$ cat src/rtl/interpolate_iq.sv
// I/Q upsampler by R = 2^L: zero-order hold by default, linear interpolation
// between consecutive held samples when INTERPOLATE_IQ_LINEAR_EN is defined.
//
//   state | meaning
//   IDLE  | no held sample, waiting for an input
//   EMIT  | emitting outputs phase 0..R-1 for the held sample
module interpolate_iq #(
    parameter int DATA_WIDTH        = 16,
    parameter int MAX_RATE_LOG2     = 8,
    parameter int DEFAULT_RATE_LOG2 = 2
) (
    input  logic                               clk,
    input  logic                               reset,
    input  logic                               clear,
    input  logic                               rate_stb,
    input  logic [$clog2(MAX_RATE_LOG2+1)-1:0] rate_log2,
    input  logic                               in_tvalid,
    input  logic                               in_tlast,
    output logic                               in_tready,
    input  logic [DATA_WIDTH-1:0]              in_itdata,
    input  logic [DATA_WIDTH-1:0]              in_qtdata,
    output logic                               out_tvalid,
    output logic                               out_tlast,
    input  logic                               out_tready,
    output logic [DATA_WIDTH-1:0]              out_itdata,
    output logic [DATA_WIDTH-1:0]              out_qtdata
);
    localparam int LW = $clog2(MAX_RATE_LOG2 + 1);
    localparam int PW = MAX_RATE_LOG2 + 1;

    typedef enum logic {IDLE, EMIT} state_t;

    state_t                state_q, state_d;
    logic [PW-1:0]         phase_q, phase_d;
    logic [LW-1:0]         l_q, l_d;
    logic [DATA_WIDTH-1:0] hold_i_q, hold_i_d;
    logic [DATA_WIDTH-1:0] hold_q_q, hold_q_d;
    logic                  last_q, last_d;

    logic [PW-1:0] last_phase;
    logic [LW-1:0] rate_clamped;
    logic          at_last;
    logic          out_hs;
    logic          in_acc;
    logic          flush;

    assign last_phase   = (PW'(1) << l_q) - PW'(1);
    assign rate_clamped = (rate_log2 > LW'(MAX_RATE_LOG2)) ? LW'(MAX_RATE_LOG2) : rate_log2;
    assign at_last      = (phase_q == last_phase);
    assign flush        = clear | rate_stb;

    assign out_tvalid = (state_q == EMIT);
    assign out_tlast  = out_tvalid & last_q & at_last;
    assign out_hs     = out_tvalid & out_tready;

    // reset gates the ready so nothing is taken while the block is held in reset
    assign in_tready = reset & ~flush & ((state_q == IDLE) | (at_last & out_hs));
    assign in_acc    = in_tvalid & in_tready;

    always_comb begin
        state_d  = state_q;
        phase_d  = phase_q;
        l_d      = l_q;
        hold_i_d = hold_i_q;
        hold_q_d = hold_q_q;
        last_d   = last_q;
        if (flush) begin
            state_d  = IDLE;
            phase_d  = '0;
            hold_i_d = '0;
            hold_q_d = '0;
            last_d   = 1'b0;
            if (!clear) begin
                l_d = rate_clamped;
            end
        end else if (in_acc) begin
            state_d  = EMIT;
            phase_d  = '0;
            hold_i_d = in_itdata;
            hold_q_d = in_qtdata;
            last_d   = in_tlast;
        end else if (out_hs) begin
            if (at_last) begin
                state_d = IDLE;
                phase_d = '0;
            end else begin
                phase_d = phase_q + PW'(1);
            end
        end
    end

`ifdef INTERPOLATE_IQ_LINEAR_EN
    localparam int AW = DATA_WIDTH + 1 + MAX_RATE_LOG2;

    // acc holds prev*R + k*(cur-prev); the output is acc >>> L (floor division)
    logic signed [AW-1:0]         acc_i_q, acc_i_d;
    logic signed [AW-1:0]         acc_q_q, acc_q_d;
    logic        [DATA_WIDTH:0]   dlt_i_q, dlt_i_d;
    logic        [DATA_WIDTH:0]   dlt_q_q, dlt_q_d;

    always_comb begin
        acc_i_d = acc_i_q;
        acc_q_d = acc_q_q;
        dlt_i_d = dlt_i_q;
        dlt_q_d = dlt_q_q;
        if (flush) begin
            acc_i_d = '0;
            acc_q_d = '0;
            dlt_i_d = '0;
            dlt_q_d = '0;
        end else if (in_acc) begin
            dlt_i_d = {in_itdata[DATA_WIDTH-1], in_itdata} - {hold_i_q[DATA_WIDTH-1], hold_i_q};
            dlt_q_d = {in_qtdata[DATA_WIDTH-1], in_qtdata} - {hold_q_q[DATA_WIDTH-1], hold_q_q};
            acc_i_d = $signed({{(AW-DATA_WIDTH){hold_i_q[DATA_WIDTH-1]}}, hold_i_q}) <<< l_q;
            acc_q_d = $signed({{(AW-DATA_WIDTH){hold_q_q[DATA_WIDTH-1]}}, hold_q_q}) <<< l_q;
        end else if (out_hs && !at_last) begin
            acc_i_d = acc_i_q + $signed({{(AW-DATA_WIDTH-1){dlt_i_q[DATA_WIDTH]}}, dlt_i_q});
            acc_q_d = acc_q_q + $signed({{(AW-DATA_WIDTH-1){dlt_q_q[DATA_WIDTH]}}, dlt_q_q});
        end
    end

    assign out_itdata = DATA_WIDTH'(acc_i_q >>> l_q);
    assign out_qtdata = DATA_WIDTH'(acc_q_q >>> l_q);

    always_ff @(posedge clk or negedge reset) begin
        if (!reset) begin
            acc_i_q <= '0;
            acc_q_q <= '0;
            dlt_i_q <= '0;
            dlt_q_q <= '0;
        end else begin
            acc_i_q <= acc_i_d;
            acc_q_q <= acc_q_d;
            dlt_i_q <= dlt_i_d;
            dlt_q_q <= dlt_q_d;
        end
    end
`else
    assign out_itdata = hold_i_q;
    assign out_qtdata = hold_q_q;
`endif

    always_ff @(posedge clk or negedge reset) begin
        if (!reset) begin
            state_q  <= IDLE;
            phase_q  <= '0;
            l_q      <= LW'(DEFAULT_RATE_LOG2);
            hold_i_q <= '0;
            hold_q_q <= '0;
            last_q   <= 1'b0;
        end else begin
            state_q  <= state_d;
            phase_q  <= phase_d;
            l_q      <= l_d;
            hold_i_q <= hold_i_d;
            hold_q_q <= hold_q_d;
            last_q   <= last_d;
        end
    end

endmodule

$ cat config.mk
export PLATFORM = sky130hd
export DESIGN_NAME = interpolate_iq
export DESIGN_NICKNAME = d
export VERILOG_FILES = /design/src/rtl/interpolate_iq.sv
export SDC_FILE = /design/constraint.sdc
export NUM_CORES = 1
export LEC_CHECK = 0
export ABC_CLOCK_PERIOD_IN_PS = 8600
export CAP_MARGIN = 10
export CORE_ASPECT_RATIO = 0.5
export CORE_MARGIN = 2
export CORE_UTILIZATION = 45
export DETAILED_ROUTE_END_ITERATION = 7
export GPL_TIMING_DRIVEN = 0
export HOLD_SLACK_MARGIN = 0.03
export PLACE_DENSITY = 0.77
export SYNTH_ARGS = -nofsm -noshare
export SYNTH_HDL_FRONTEND = slang
export SYNTH_SLANG_ARGS = --single-unit
export TNS_END_PERCENT = 30
$ cat constraint.sdc
create_clock -name clk -period 8.6 [get_ports clk]
set_clock_uncertainty 0.2 [all_clocks]
set_input_delay 1.29 -clock clk [delete_from_list [all_inputs] [get_ports clk]]
set_output_delay 1.29 -clock clk [all_outputs]
set_load 0.01 [all_outputs]
# Yosys cells after proc, flatten, opt, wreduce, memory -nomap -nowiden
# Cells that the tools add are included.
# W data, S select, Z words.
classes:
  add_sub_neg: 2
  order_cmp: 1
  eq_ne: 1
  n_shift: 1
  muxes: 15
  bitwise: 12
  n_reduce_logical: 5
ops:
  columns: ["op", "count"]
  rows:
  - ["$mux W16", 4]
  - ["$mux W9", 4]
  - ["$add A9 B1 Y9 const B", 1]
  - ["$eq A9 B9 Y1", 1]
  - ["$shl A1 B4 Y9 const A", 1]
  - ["$sub A9 B2 Y9 const B", 1]
  - ["$and A1 B1 Y1", 7]
  - ["$mux W1", 6]
  - ["$reduce_bool A3 Y1", 2]
  - ["$gt A4 B4 Y1 const B", 1]
  - ["$mux W4", 1]
  - ["$reduce_and A2 Y1", 2]
  - ["$not A1 Y1", 3]
  - ["$or A1 B1 Y1", 2]
  - ["$reduce_bool A2 Y1", 1]
totals:
  ff_bits: 47
  inputBits: 43
  out_inout_bits: 35
  word_cells: 43

# Depth between registers and ports, before layout
# Gate-level depths: netlist of run 1.
depth:
  depth_word: 9
  ltp_mapped: 12
  depth_no_buf: 9

# Least setup slack after synthesis of run 1
# No wires, ideal clock.
synth_timing:
  path_type: "reg-to-output"
  start: "register l_q[3]"
  end: "output port in_tready"
  arrival_ns: 2.442
  path_slack_ns: 4.668
  stages_incl_launch_ff: 11
  path_buffers: 2
  path_cell_list: "dfrtp_1 buf_6 nor4_4 inv_1 ha_1 buf_2 a21o_1 a221o_1 a32o_2 nor2_1 a41o_1"
synth_between:
  elab_chain_len: 6
synth_lines:
  columns: ["element", "line_no", "source"]
  rows:
  - ["start, declared", "35", "logic [LW-1:0] l_q, l_d;"]
  - ["start signal, assigned", "147", "l_q <= LW'(DEFAULT_RATE_LOG2);"]
  - ["start signal, assigned", "154", "l_q <= l_d;"]
  - ["$shl A1 B4 Y9", "47", "assign last_phase = (PW'(1) << l_q) - PW'(1);"]
  - ["$sub A9 B2 Y9", "47", null]
  - ["$eq A9 B9 Y1", "49", "assign at_last = (phase_q == last_phase);"]
  - ["$and A1 B1 Y1", "57", "assign in_tready = reset & ~flush & ((state_q == IDLE) | (at_last & out_hs));"]
  - ["$or A1 B1 Y1", "57", null]
  - ["$and A1 B1 Y1", "57", null]
  - ["end, declared", "19", "output logic in_tready,"]
# No other way between the ends.

# Final worst setup path of run 1
# Ends and elaborated chain as after synthesis.

==> results.md, run 1 <==
* Final wirelength at 5160 um
* Horiz. Die Dim at 104 um
* CTS tree: built
* Most area-consuming cells after synthesis: dfrtp_1 (51%), a22o_1 (13%), buf_6 (2.5%)
* Distinct cell type count after synthesis at 44
* Min-Delay Path Class: register to register
* Initial antenna violation count at 0
* Relative slew margins at 46.0%
* Final Cycle Share at 57.9%
* Final Instance Count excl. Fillers at 349
* Critical-path cell list: buf_6 -> nor4_4 -> inv_1 -> ha_1 -> buf_2 -> a21o_1 -> a221o_1 -> a32o_2 -> nor2_1 -> a41o_1 -> clkdlybuf4s50_1
* Initial core utilization at 46.0%
* Worst EP required at 7.11 ns
* Share of cells above drive strength 1 at 11.8%
* Fmax at 201 MHz
* Post-Synth XOR/XNOR Area at 4.70%
* Synth top cells by count: dfrtp_1 (46), a22o_1 (33), nand2_1 (12), nor2_1 (12), o21ai_0 (8)
* Predominant post-synthesis flop cell: dfrtp_1
* Max Root-Sink Buffers at 2
* CTS Hold Bufs at 0
* IO Pins at 78
* CTS-repair resized insts at 0
* CTS Sinks at 47
* Die Y at 53.9 um
* Hold Slack at 0.306 ns
* First-pass GRT wire length at 7990 um
* Total power at 490 uW
* Drt drc at 0
* Post-synth top area cell: dfrtp_1
* Adder-cell area share of the yosys netlist at 1.12%
* Crit. End Element: output pin
* Arrival time at the worst endpoint at 3.49 ns
* Clock Pin Slew Worst Setup and Hold Paths at 0.08 ns
* I/O Buffers at 77
* Die Area at 5590 um2
* Final Max Slew Viols at 0
* Post-synthesis compound-gate area fraction at 22.0%
* Share of the synthesized area in the top cell type at 51.4%
* Slowest-stage cell, CP: clkdlybuf4s50_1
* Clock Latency Late Sink at 0.30 ns
* Core Footprint at 4860 um2
* Total GRT Usage at 18.6%
* Multiplexer area fraction after synthesis at 0.503%
* Buf/Inv on CP at 4
* Post-synth EDFFs at 0
* Placer Congestion at 0.853
* Top-count cell post-synth: dfrtp_1
* Pleak at 0.00139 uW
* Layout area overhead at 44.3%
* Gate Count Post-Synth at 193
* Layout Nets at 323
* TritonCTS Buffers at 5
* GRT overflow at 0
* Root buf cell: clkbuf_8
* Post-Synth Simple-Gate Area at 14.3%
* Routed Antenna Nets at 0
* Critical path type: register to output pin
* Sequential area share after synthesis at 52.6%
* Wire per inst at 14.8 um
* Final Hold Vio Count at 0
* Postcts setup bufs at 0
* Status: complete, no violations
* 1st-pass router iterations at 5
* Worst-Margin Slew at 0.803 ns
* Largest delay contributor family on the critical path: compound AO/OA/AOI/OAI gates
* CP peak stage delay at 0.53 ns
* TNS Setup at 0 ns
* Min Clock Period, post-route at 4.98 ns
* Setup violators final at 0
* Maximum fanout along the worst path at 10
* Synthesized area at 2240 um2
* Max cap viols at 0
* Unrepaired setup endpoints after global routing: false
* Flops & latches, synth at 47
* Placed cells at 341
* Synthesized area per cell at 11.6 um2
* Asr flop ratio synth at 100%
* Rows at 18
* Peak supply drop at 0.0000833 V
* Vias per cell at 5.25
* Net Count, Synth at 238
* Final HPWL DP at 3860 um
* H-tree Lvls at 2
* Yosys warns at 0
* Element type at the critical path start: register
* Vias at 1833
* N_diodes at 0
* Number of global-route vias before repair at 1678
* First DRT Iteration DRCs at 60
* Largest net degree at the start of global routing at 42
* Pwr Density at 152 nW/um2
* Main combinational cell family by area after synthesis: compound AO/OA/AOI/OAI gates
## layout make-up
class,count,area [um2]
clock inverters,2,35.0
clock buffers,6,82.6
fillers,378,1640
inverters,2,7.51
plain buffers,13,100
repair buffers,78,786
multi-input cells,131,953
well taps,70,87.6
flip-flops and latches,47,1180
## per-layer routing
metal	vias to the layer above	global-route usage (%)	share of wire [%]
met4	0	6.98	1.2
met2	28	33.8	52
li1	887	-	-
met3	8	4.12	2.9
met5	-	0	0
met1	910	22.9	44
## cells by family after synthesis
family                   count (synthesis)
AO/OA/AOI/OAI                           58
AND/OR/NAND/NOR                         58
flip-flops                              47
buffers and inverters                   15
XOR/XNOR                                12
adder cells (fa/ha/maj)                  2
multiplexers                             1
## flip-flops by register name (all words and copies together), names as in the netlist
signal      cells
out_qtdata     16
last_q          1
phase_q         9
l_q             4
out_itdata     16
out_tvalid      1
## worst paths after layout
| check | from | endpoint | slack [ns] | cells after the start |
|---|---|---|---|---|
| max in group asynchronous | reset | l_q[1] | 7.02 | 2 |
| setup reg to reg | l_q[3] | phase_q[2] | 5.27 | 10 |
| min in group asynchronous | reset | out_itdata[1] | 0.64 | 1 |
| hold reg to reg | out_itdata[7] | out_itdata[7] | 0.31 | 1 |
| hold / removal | out_itdata[7] | out_itdata[7] | 0.31 | 1 |
| setup / recovery | l_q[3] | in_tready | 3.62 | 11 |
## stage by stage
stage	setup slack [ns]	util [%]	instance area [um2]
3_3_place_gp	2.92	63.7	3100
3_5_place_dp	3.97	64.0	3110
5_1_grt	3.41	66.4	3230
2_1_floorplan	4.67	-	2240
6_report	3.62	66.4	3230
4_1_cts	3.60	66.4	3230
## cells in the final DEF (no fill, tap or decap), types with 2 or more instances in the layout
cell | netlist | routed
or3_1 | 3 | 3
o21a_1 | 3 | 3
nor2b_1 | 2 | 2
a22o_1 | 33 | 33
clkdlybuf4s50_1 | 0 | 76
ha_1 | 2 | 2
buf_6 | 5 | 5
a31oi_1 | 2 | 2
nand3_1 | 7 | 7
inv_1 | 2 | 2
nand2_1 | 12 | 12
nand2b_1 | 4 | 4
clkbuf_8 | 0 | 6
nor2_1 | 12 | 12
xor2_1 | 6 | 6
buf_2 | 5 | 6
o21ai_0 | 8 | 8
xnor2_1 | 6 | 6
nor3_1 | 3 | 3
nand4_1 | 4 | 4
o31ai_1 | 2 | 2
and3_1 | 2 | 2
buf_4 | 2 | 2
dfrtp_1 | 46 | 46
## report_power, final
part	internal [uW]	leakage, uW	total [uW]	switching [uW]
sequential	227	0.000644	230	3.61
combinational	50.1	0.000688	92.6	42.6
clock	94.1	0.0000612	166	72.4
total	371	0.00139	490	119
## worst register-to-register path, stage by stage (launching register included)
cell,delay [ns]
dfrtp_1,0.41
buf_6,0.16
nor4_4,0.31
inv_1,0.08
ha_1,0.20
buf_2,0.18
a21o_1,0.21
a221o_1,0.29
a32o_2,0.32
o31ai_1,0.71
nor2_1,0.12
(Power assumes the default switching activity.)
==> inputs of run 2 (changes only) <==
- ABC_CLOCK_PERIOD_IN_PS: 8600 -> 5000
- clock period: 8.6 -> 5 ns (I/O delays scaled with it)
==> results of run 2 <==
Same layout as run 1 (identical final DEF). Status: complete, no violations.
Among the figures that moved: setup slack after placement 3.97 ns -> 0.906 ns; setup slack after layout 3.62 ns -> 0.564 ns; hold slack 0.306 ns -> 0.0988 ns; register-to-register setup slack 5.27 ns -> 1.67 ns; total power 490 uW -> 842 uW; worst IR drop on VDD 0.0000833 V -> 0.000143 V
==> inputs of run 3 (changes only) <==
- ABC_CLOCK_PERIOD_IN_PS: 5000 -> 4800
- clock period: 5 -> 4.8 ns (I/O delays scaled with it)
==> results of run 3 <==
Same layout as run 1 (identical final DEF). Status: complete, no violations.
Among the figures that moved: setup slack after placement 3.97 ns -> 0.736 ns; setup slack after layout 3.62 ns -> 0.394 ns; hold slack 0.306 ns -> 0.0688 ns; register-to-register setup slack 5.27 ns -> 1.47 ns; total power 490 uW -> 877 uW; worst IR drop on VDD 0.0000833 V -> 0.000149 V
